==> src/rtl/pc_fetch_ctrl.sv <==
// pc_fetch_ctrl: program-counter register and instruction-fetch sequencer.
// Holds the PC, exports PC+INSTR_BYTES for the branch-select mux, and issues
// one req/ready fetch per PC with stall and misaligned-target handling.
// Optional build macro FETCH_COUNTER_EN adds a 32-bit accepted-fetch counter;
// without it fetchCount reads constant 0.
module pc_fetch_ctrl #(
  parameter int              PC_WIDTH    = 32,
  parameter logic [PC_WIDTH-1:0] RESET_PC = '0,
  parameter int              INSTR_BYTES = 4
) (
  input  logic                clock,
  input  logic                reset,
  input  logic [PC_WIDTH-1:0] PCNext,
  input  logic                stall,
  input  logic                imemReady,
  output logic [PC_WIDTH-1:0] PC,
  output logic [PC_WIDTH-1:0] PCPlus4,
  output logic                imemReq,
  output logic [PC_WIDTH-1:0] imemAddr,
  output logic                fetchValid,
  output logic                misaligned,
  output logic [31:0]         fetchCount
);

  typedef enum logic [1:0] {BOOT, FETCH, STALLED, HALT_ERR} state_t;

  localparam logic [PC_WIDTH-1:0] ALIGN_MASK = PC_WIDTH'(INSTR_BYTES - 1);
  localparam logic [PC_WIDTH-1:0] STEP       = PC_WIDTH'(INSTR_BYTES);

  state_t state, state_nx;
  logic   accept;
  logic   bad_target;

  assign PCPlus4    = PC + STEP;
  assign imemAddr   = PC;
  assign accept     = imemReq & imemReady;
  // Mask form also covers INSTR_BYTES == 1, where no low bits exist.
  assign bad_target = |(PCNext & ALIGN_MASK);

  // Next-state and request decode; stall suppresses the request immediately.
  always_comb begin
    state_nx = state;
    imemReq  = 1'b0;
    case (state)
      BOOT:     state_nx = FETCH;
      FETCH: begin
        imemReq = !stall;
        if (stall)
          state_nx = STALLED;
        else if (imemReady && bad_target)
          state_nx = HALT_ERR;
      end
      STALLED:  if (!stall) state_nx = FETCH;
      HALT_ERR: state_nx = HALT_ERR;
      default:  state_nx = BOOT;
    endcase
  end

  // State register.
  always_ff @(posedge clock or posedge reset) begin
    if (reset) state <= BOOT;
    else       state <= state_nx;
  end

  // PC update, accept pulse and sticky misalignment flag.
  always_ff @(posedge clock or posedge reset) begin
    if (reset) begin
      PC         <= RESET_PC;
      fetchValid <= 1'b0;
      misaligned <= 1'b0;
    end else begin
      fetchValid <= accept;
      if (accept) begin
        if (bad_target) misaligned <= 1'b1;
        else            PC         <= PCNext;
      end
    end
  end

`ifdef FETCH_COUNTER_EN
  logic [31:0] fetch_cnt;

  // Accepted-fetch counter, wraps naturally at 2^32.
  always_ff @(posedge clock or posedge reset) begin
    if (reset)       fetch_cnt <= '0;
    else if (accept) fetch_cnt <= fetch_cnt + 32'd1;
  end

  assign fetchCount = fetch_cnt;
`else
  assign fetchCount = '0;
`endif

endmodule
==> config.mk <==
export PLATFORM = sky130hd
export DESIGN_NAME = pc_fetch_ctrl
export DESIGN_NICKNAME = d
export VERILOG_FILES = /design/src/rtl/pc_fetch_ctrl.sv
export SDC_FILE = /design/constraint.sdc
export NUM_CORES = 1
export LEC_CHECK = 0
export ABC_AREA = 1
export ABC_CLOCK_PERIOD_IN_PS = 1410
export CELL_PAD_IN_SITES_DETAIL_PLACEMENT = 0
export CELL_PAD_IN_SITES_GLOBAL_PLACEMENT = 1
export CORE_MARGIN = 4
export CORE_UTILIZATION = 23
export DETAILED_ROUTE_END_ITERATION = 6
export HOLD_SLACK_MARGIN = 0.03
export PLACE_DENSITY_LB_ADDON = 0.1
export SYNTH_ARGS = -nofsm -noshare
export SYNTH_HDL_FRONTEND = slang
export SYNTH_SLANG_ARGS = --single-unit
==> constraint.sdc <==
create_clock -name clock -period 1.41 [get_ports clock]
set_clock_uncertainty 0.05 [all_clocks]
set_input_delay 0.2115 -clock clock [delete_from_list [all_inputs] [get_ports clock]]
set_output_delay 0.2115 -clock clock [all_outputs]
set_load 0.01 [all_outputs]
## Word-level counts from Yosys, hierarchy flattened

Index checks and enable logic that the tools add are counted.

- Memories: 0
- Output and inout port bits: 131
- Register bits after elaboration: 36
- Bits of input ports: 36
- Latch bits: 0
- Logic and storage cells: 24
- Memory bits (read-only): 0
- Memory bits (writable): 0

- Add/sub/neg operators: 1
- Bitwise gates (word level): 2
- Reductions and logical operators: 7
- Multiply operators: 0
- Magnitude comparators: 0
- Eq/ne operators: 5
- Div/mod/pow operators: 0
- Shift operators: 0
- Mux-type cells: 5

Operators with widths:

| operator | count |
|---|---|
| $add 32x3->32 const B | 1 |
| $pmux 2 s4 | 1 |
| $mux 2 | 3 |
| $reduce_and 2->1 | 3 |
| $eq 2x2->1 const B | 2 |
| $ne 3x3->1 const B | 1 |
| $eq 2x1->1 const B | 1 |
| $logic_not 2->1 | 1 |
| $ne 2x2->1 const B | 1 |
| $reduce_or 2->1 | 1 |
| $and 1x1->1 | 1 |
| $logic_and 1x1->1 | 1 |
| $logic_not 1->1 | 1 |
| $mux 1 | 1 |
| $not 1->1 | 1 |

## Longest topological paths before layout

- Depth in word-level cells: 5
- Gate-level depth with buffers: 8
- Gate-level depth less buffers: 8

## Worst setup path after synthesis

No wires, ideal clock.

- Kind: flip-flop to output port
- Start: register PC[3]
- End: output port PCPlus4[16]
- Path slack: -0.217 ns
- Stages on the path, launching flop included: 7
- Required time: 1.148 ns
- Arrival: 1.365 ns
- Path buffers: 0
- Path through: dfrtp_1 > ha_1 > nand2_2 > nor2_4 > nand2_1 > nor2_2 > xor2_1

- Cells in the longest elaborated chain, start to end: 1

Ends and longest elaborated chain:

| item | line | RTL |
|---|---|---|
| start: declaration | 16 | `output logic [PC_WIDTH-1:0] PC,` |
| start signal: assignment | 75 | `else PC <= PCNext;` |
| $add 32x3->32 | 34 | `assign PCPlus4 = PC + STEP;` |
| end: declaration | 17 | `output logic [PC_WIDTH-1:0] PCPlus4,` |

Every way passes these cells.

## Worst setup path in the final report

- Start: register PC[2]
- End: output port PCPlus4[20]

The elaborated chain is that of the path after synthesis.

==> metrics.yaml <==
groute.usage.overall_pct: 13.46
violations: "negative setup slack"
cts_sinks: 36
cp.arrival_ns: 1.71
cp_num_buf_inv: 2
die_y_um: 119.0
finalWorstSetupSlack_ns: -0.5634
cts.htree.levels: 2
grt_overflow: 0
post-place-ws_ns: -0.6731
crit_chain: "ha_2, nand2_2, nor2_4, nand2_4, nor2_4, buf_6, nand2_2, nand2_2, nand2_2, buf_6"
synth_top_family_by_area: "simple AND/OR/NAND/NOR gates"
path_delay_family: "simple AND/OR/NAND/NOR gates"
reg2reg_slack_ns: -0.08
drive_above_1_share_pct: 44.93
yosys.area_share.simple_pct: 38.80
clock_latency_ns: 0.28
synth_compound_area_share_pct: 0.9722
avgSynthCellArea_sq_um: 7.223
root_buffer: "clkbuf_16"
fin_nets: 628
die_x_um: 119.0
drv_slew: 0
p_comb_share_pct: 59.0
slowest_stage: "dfrtp_1"
numCtsBuffers: 5
r2r_start: "state[1]"
io_pins: 167
dr.pass1.iters: 5
rows: 40
met3WireLength_um: 597
p_per_area_nw_per_um2: 1310
gp_congestion: 0.7743
ant_nets: 0
synth_cell_type_count: 24
cp-end-kind: "output pin"
clk_pin_slew_ns: 0.06
finalCritPeriodShare_pct: 140.0
startpoint_type: "flip-flop"
rsz0062_at_grt: "true"
fin_area_sq_um: 5059
ys_warn_count: 0
p_seq_share_pct: 24.1
status: "finished with violations"
crit_cells: 10
layout_commonest_cell: "nand2_1"
coreArea_sq_um: 12010
cts_buffer_depth: 2
synthMuxAreaShare_pct: 0
max_clock_freq_mhz: 506.8
wl_um: 10020
critPathRequiredTime_ns: 1.15
dieArea_sq_um: 14150
wl_met1_um: 4441
antenna_found_initial: 0
rr_endpoint: "PC[3]"
regArea_sq_um: 904.6
reg2reg_depth: 8
dr_wl_met2_um: 4889
cts_tree: "yes"
grt_pass1_wl_um: 15380
pwr-share-clk_pct: 16.9
synthAdderAreaFrac_pct: 0.4419
synth_seq_area_share_pct: 31.82
drv_cap: 0
crit_type: "reg2out"
path_common_cell: "nand2_2"
syn_to_final_growth_pct: 78.66
switching_share_pct: 38.07
highest_layer: "met4"
vias_per_cell: 3.959
grt_start_max_net_pins: 37
final_cell_mix: "87 x nand2_1, 72 x buf_4, 45 x nand2_2, 44 x buf_2"
hp-class: "in2async"
multi_input_area_sq_um: 1697
synth_area_sq_um: 2831
internal_power_mw: 4.105
synth_xor_area_share_pct: 4.905
finalCriticalPeriod_ns: 1.973
dp_hpwl_um: 7357
leakage_nw: 2.740
diodes: 0
cp_max_fo: 4
p_switching_mw: 2.524
fillers: 1280
cts_hold_buf: 0
drc: 0
via_count: 2926
port-buffer-count: 134
hold_viol_final: 0
critPathMaxStageDelay_ns: 0.36
dr.first_iter.drc_count: 84
grt_pass1_vias: 3004
setup_violations: 60
wl_per_cell_um: 13.56
place_area_sq_um: 4463
peakVddDrop_mv: 0.4633
start_util_pct: 23.57
synthCells: 392
synth-seq-cells: 36
metrics by stage:
step           cells  setup TNS (ns)  util (%)  total power [mW]  hold slack (ns)
2_1_floorplan    423          -1.804         -             3.291           0.2462
3_3_place_gp     686          -20.41     37.16             5.433           0.3981
3_5_place_dp     686          -21.41     37.16             5.440           0.4029
4_1_cts          728          -13.44     38.88             6.305           0.2422
5_1_grt          739          -19.85     42.11             7.118           0.2570
6_report         739          -14.17     42.11             6.628           0.2313
power groups by stage:
stage	Sequential [mW]	Clock, mW	Combinational, mW
2_1_floorplan	1.86	0	1.43
3_3_place_gp	1.63	0	3.80
3_5_place_dp	1.64	0	3.80
4_1_cts	1.58	1.16	3.56
5_1_grt	1.65	1.21	4.26
6_report	1.60	1.12	3.91
layer usage:
metal | global-route usage, % | vias to the layer above
met1 | 17.13 | 1326
met4 | 3.041 | 0
li1 | - | 1500
met2 | 23.27 | 93
met3 | 2.991 | 7
met5 | 0 | -
cell families after synthesis:
kind of cell    count (synthesis)
xor+xnor                       15
fa+ha+maj                       1
simple gates                  237
compound gates                  5
other cells                     1
buf+inv                        97
flops                          36
synth_stat cells, drive strengths merged:
cell | number | share of area, %
inv | 22 | 2.9
nand3 | 35 | 6.2
a21oi | 1 | 0.18
buf | 75 | 20
nor2 | 44 | 9.2
conb | 1 | 0.13
xnor2 | 5 | 1.5
and2 | 2 | 0.44
nand3b | 8 | 2.1
a21o | 1 | 0.27
xor2 | 10 | 3.4
dfrtp | 36 | 32
ha | 1 | 0.44
nand2 | 148 | 21
o21ai | 3 | 0.53
timing repair:
action                     4_1_cts  5_1_grt
setup endpoints to repair      101       84
pin swaps                       23       21
gates resized for setup        306       95
gates cloned                     0        4
setup buffers                   35        8
registers in the layout, indices dropped and copies added, names as in the netlist:
register and count:
PC 32, fetchValid 1, misaligned 1, state 2
worst min-delay path: stages:
cell and delay, ns:
clkdlybuf4s50_1 0.42, inv_2 0.07, buf_12 0.22
how the worst max path moves through the flow:
stage	from	end	slack, ns
3_3_place_gp	PC[2]	PCPlus4[24]	-0.64
2_1_floorplan	PC[2]	PCPlus4[24]	-0.15
3_5_place_dp	PC[2]	PCPlus4[24]	-0.67
6_report	PC[2]	PCPlus4[20]	-0.56
5_1_grt	PC[2]	PCPlus4[20]	-0.69
4_1_cts	PC[2]	PCPlus4[20]	-0.59
area by class of cell:
| type | instances | area share, % |
|---|---|---|
| Timing Repair Buffer | 236 | 40.42 |
| Multi-Input combinational cell | 290 | 33.54 |
| Sequential cell | 36 | 17.88 |
| Tap cell | 147 | 3.636 |
| Clock buffer | 8 | 2.894 |
| Inverter | 22 | 1.632 |
Note: power is estimated with default switching activity, not from simulation.
==> variant (config.mk and constraints unchanged) <==
`PC_WIDTH`: 32 -> 28.
--- a/src/rtl/pc_fetch_ctrl.sv
+++ b/src/rtl/pc_fetch_ctrl.sv
@@ -4,7 +4,7 @@
 // Optional build macro FETCH_COUNTER_EN adds a 32-bit accepted-fetch counter;
 // without it fetchCount reads constant 0.
 module pc_fetch_ctrl #(
-  parameter int              PC_WIDTH    = 32,
+  parameter int              PC_WIDTH    = 28,
   parameter logic [PC_WIDTH-1:0] RESET_PC = '0,
   parameter int              INSTR_BYTES = 4
 ) (
Interface: changed (resized PC, PCNext, PCPlus4 and imemAddr); port bits go from 167 to 151. The function was not compared with the original's and may differ.
==> variant against the unedited design <==
The flow still finishes with violations (negative setup slack). Power down 3.3%. Via count down 12%. Routed wire length down 10%. Sequential cell count down 4. Cell area down 9.3%. Synthesized cell count down 17%. Critical path depth down 2. Maximum frequency down 0.73%. Non-clock buffer count down 18. Worst setup slack worse by 0.015 ns. Final cell count down 12%. Area after synthesis down 15%. Critical path type unchanged.
==> variant: results (changes against the unedited design) <==
result of the run complete, but fails checks (unchanged); maximum ir drop on the vdd rail 0.581 mV (was 0.463 mV); maximum number of pins on one net before global-route repair 33 (was 37); final worst slack -0.578 ns (was -0.563 ns); cell internal pwr 3.94 mW (was 4.10 mW); crit path max fanout 5 (was 4); total global-route track usage 13.1% (was 13.5%); flop-to-flop setup slack -0.05 ns (was -0.08 ns); capturing instance or port of the critical path PCPlus4[18] (was PCPlus4[20]); global routing usage on met3 2.10% (was 2.99%); standby leakage power 2.42 nW (was 2.74 nW); biggest registers after layout PC x28, state x2 (was PC x32, state x2); met3 wire len 517 um (was 597 um); final layout net count 550 (was 628); Crit Reg-Reg Endpoint PC[20] (was PC[3]); vias after detailed routing 2585 (was 2926); setup-violating endpoint count in the final report 44 (was 60); number of iterations in the first detailed-routing pass 4 (was 5); dpl ws -0.691 ns (was -0.673 ns); share of final-layout standard cells stronger than drive strength 1 48.8% (was 44.9%); Arrival @ worst endpoint 1.73 ns (was 1.71 ns); detailed placer's ending HPWL 6300 um (was 7360 um); violations in the final reports negative setup slack (unchanged); number of unique standard cell types used by synthesis 23 (was 24); per-cell routed wire length 13.7 um (was 13.6 um); number of flip-flops under the largest register name 28 (was 32); sequential element share of the synthesized area 33.4% (was 31.8%)
==> variant: stage by stage <==
step	util [%]	instances	setup TNS, ns	hold WS, ns	area [um2]
floorplan	-	357	-1.28	0.263	2580
global placement	37.8	599	-17.61	0.409	3870
detailed placement	37.8	599	-18.73	0.412	3870
CTS	39.9	630	-12.55	0.229	4080
global route	44.9	654	-16.56	0.261	4590
finish	44.9	654	-11.77	0.225	4590
==> variant: power groups by stage <==
| stage | clock (mW) | sequential [mW] | combinational, mW |
|---|---|---|---|
| 2_1_floorplan | 0 | 1.76 | 1.36 |
| 3_3_place_gp | 0 | 1.51 | 3.82 |
| 4_1_cts | 0.995 | 1.48 | 3.51 |
| 3_5_place_dp | 0 | 1.52 | 3.82 |
| 6_report | 0.967 | 1.49 | 3.95 |
| 5_1_grt | 1.04 | 1.53 | 4.29 |
==> variant: layout make-up <==
class	count	area (um2)
Multi-Input combinational cell	243	1550
Clock inverter	1	30.0
Clock buffer	7	96.3
Timing Repair Buffer	218	1870
Inverter	17	66.3
Tap cell	136	170
Fill cell	1067	5640
Sequential cell	32	810
==> variant: cells by family after synthesis <==
kind of cell | Yosys count | synth area share [%]
and+or+nand+nor | 189 | 35.5
buffers and inverters | 85 | 24.1
DFF | 32 | 33.4
xor gates and xnor gates | 15 | 5.48
AOI/OAI and AO/OA | 3 | 0.835
adders and majority gates | 1 | 0.522
other | 1 | 0.156
==> variant: timing repair <==
action,in CTS,in global routing
gates cloned,0,6
buffers inserted,25,19
pin swaps,18,40
hold buffers,0,0
endpoints found under the hold margin,0,0
endpoints found under the setup margin,113,77
resized for setup,265,104
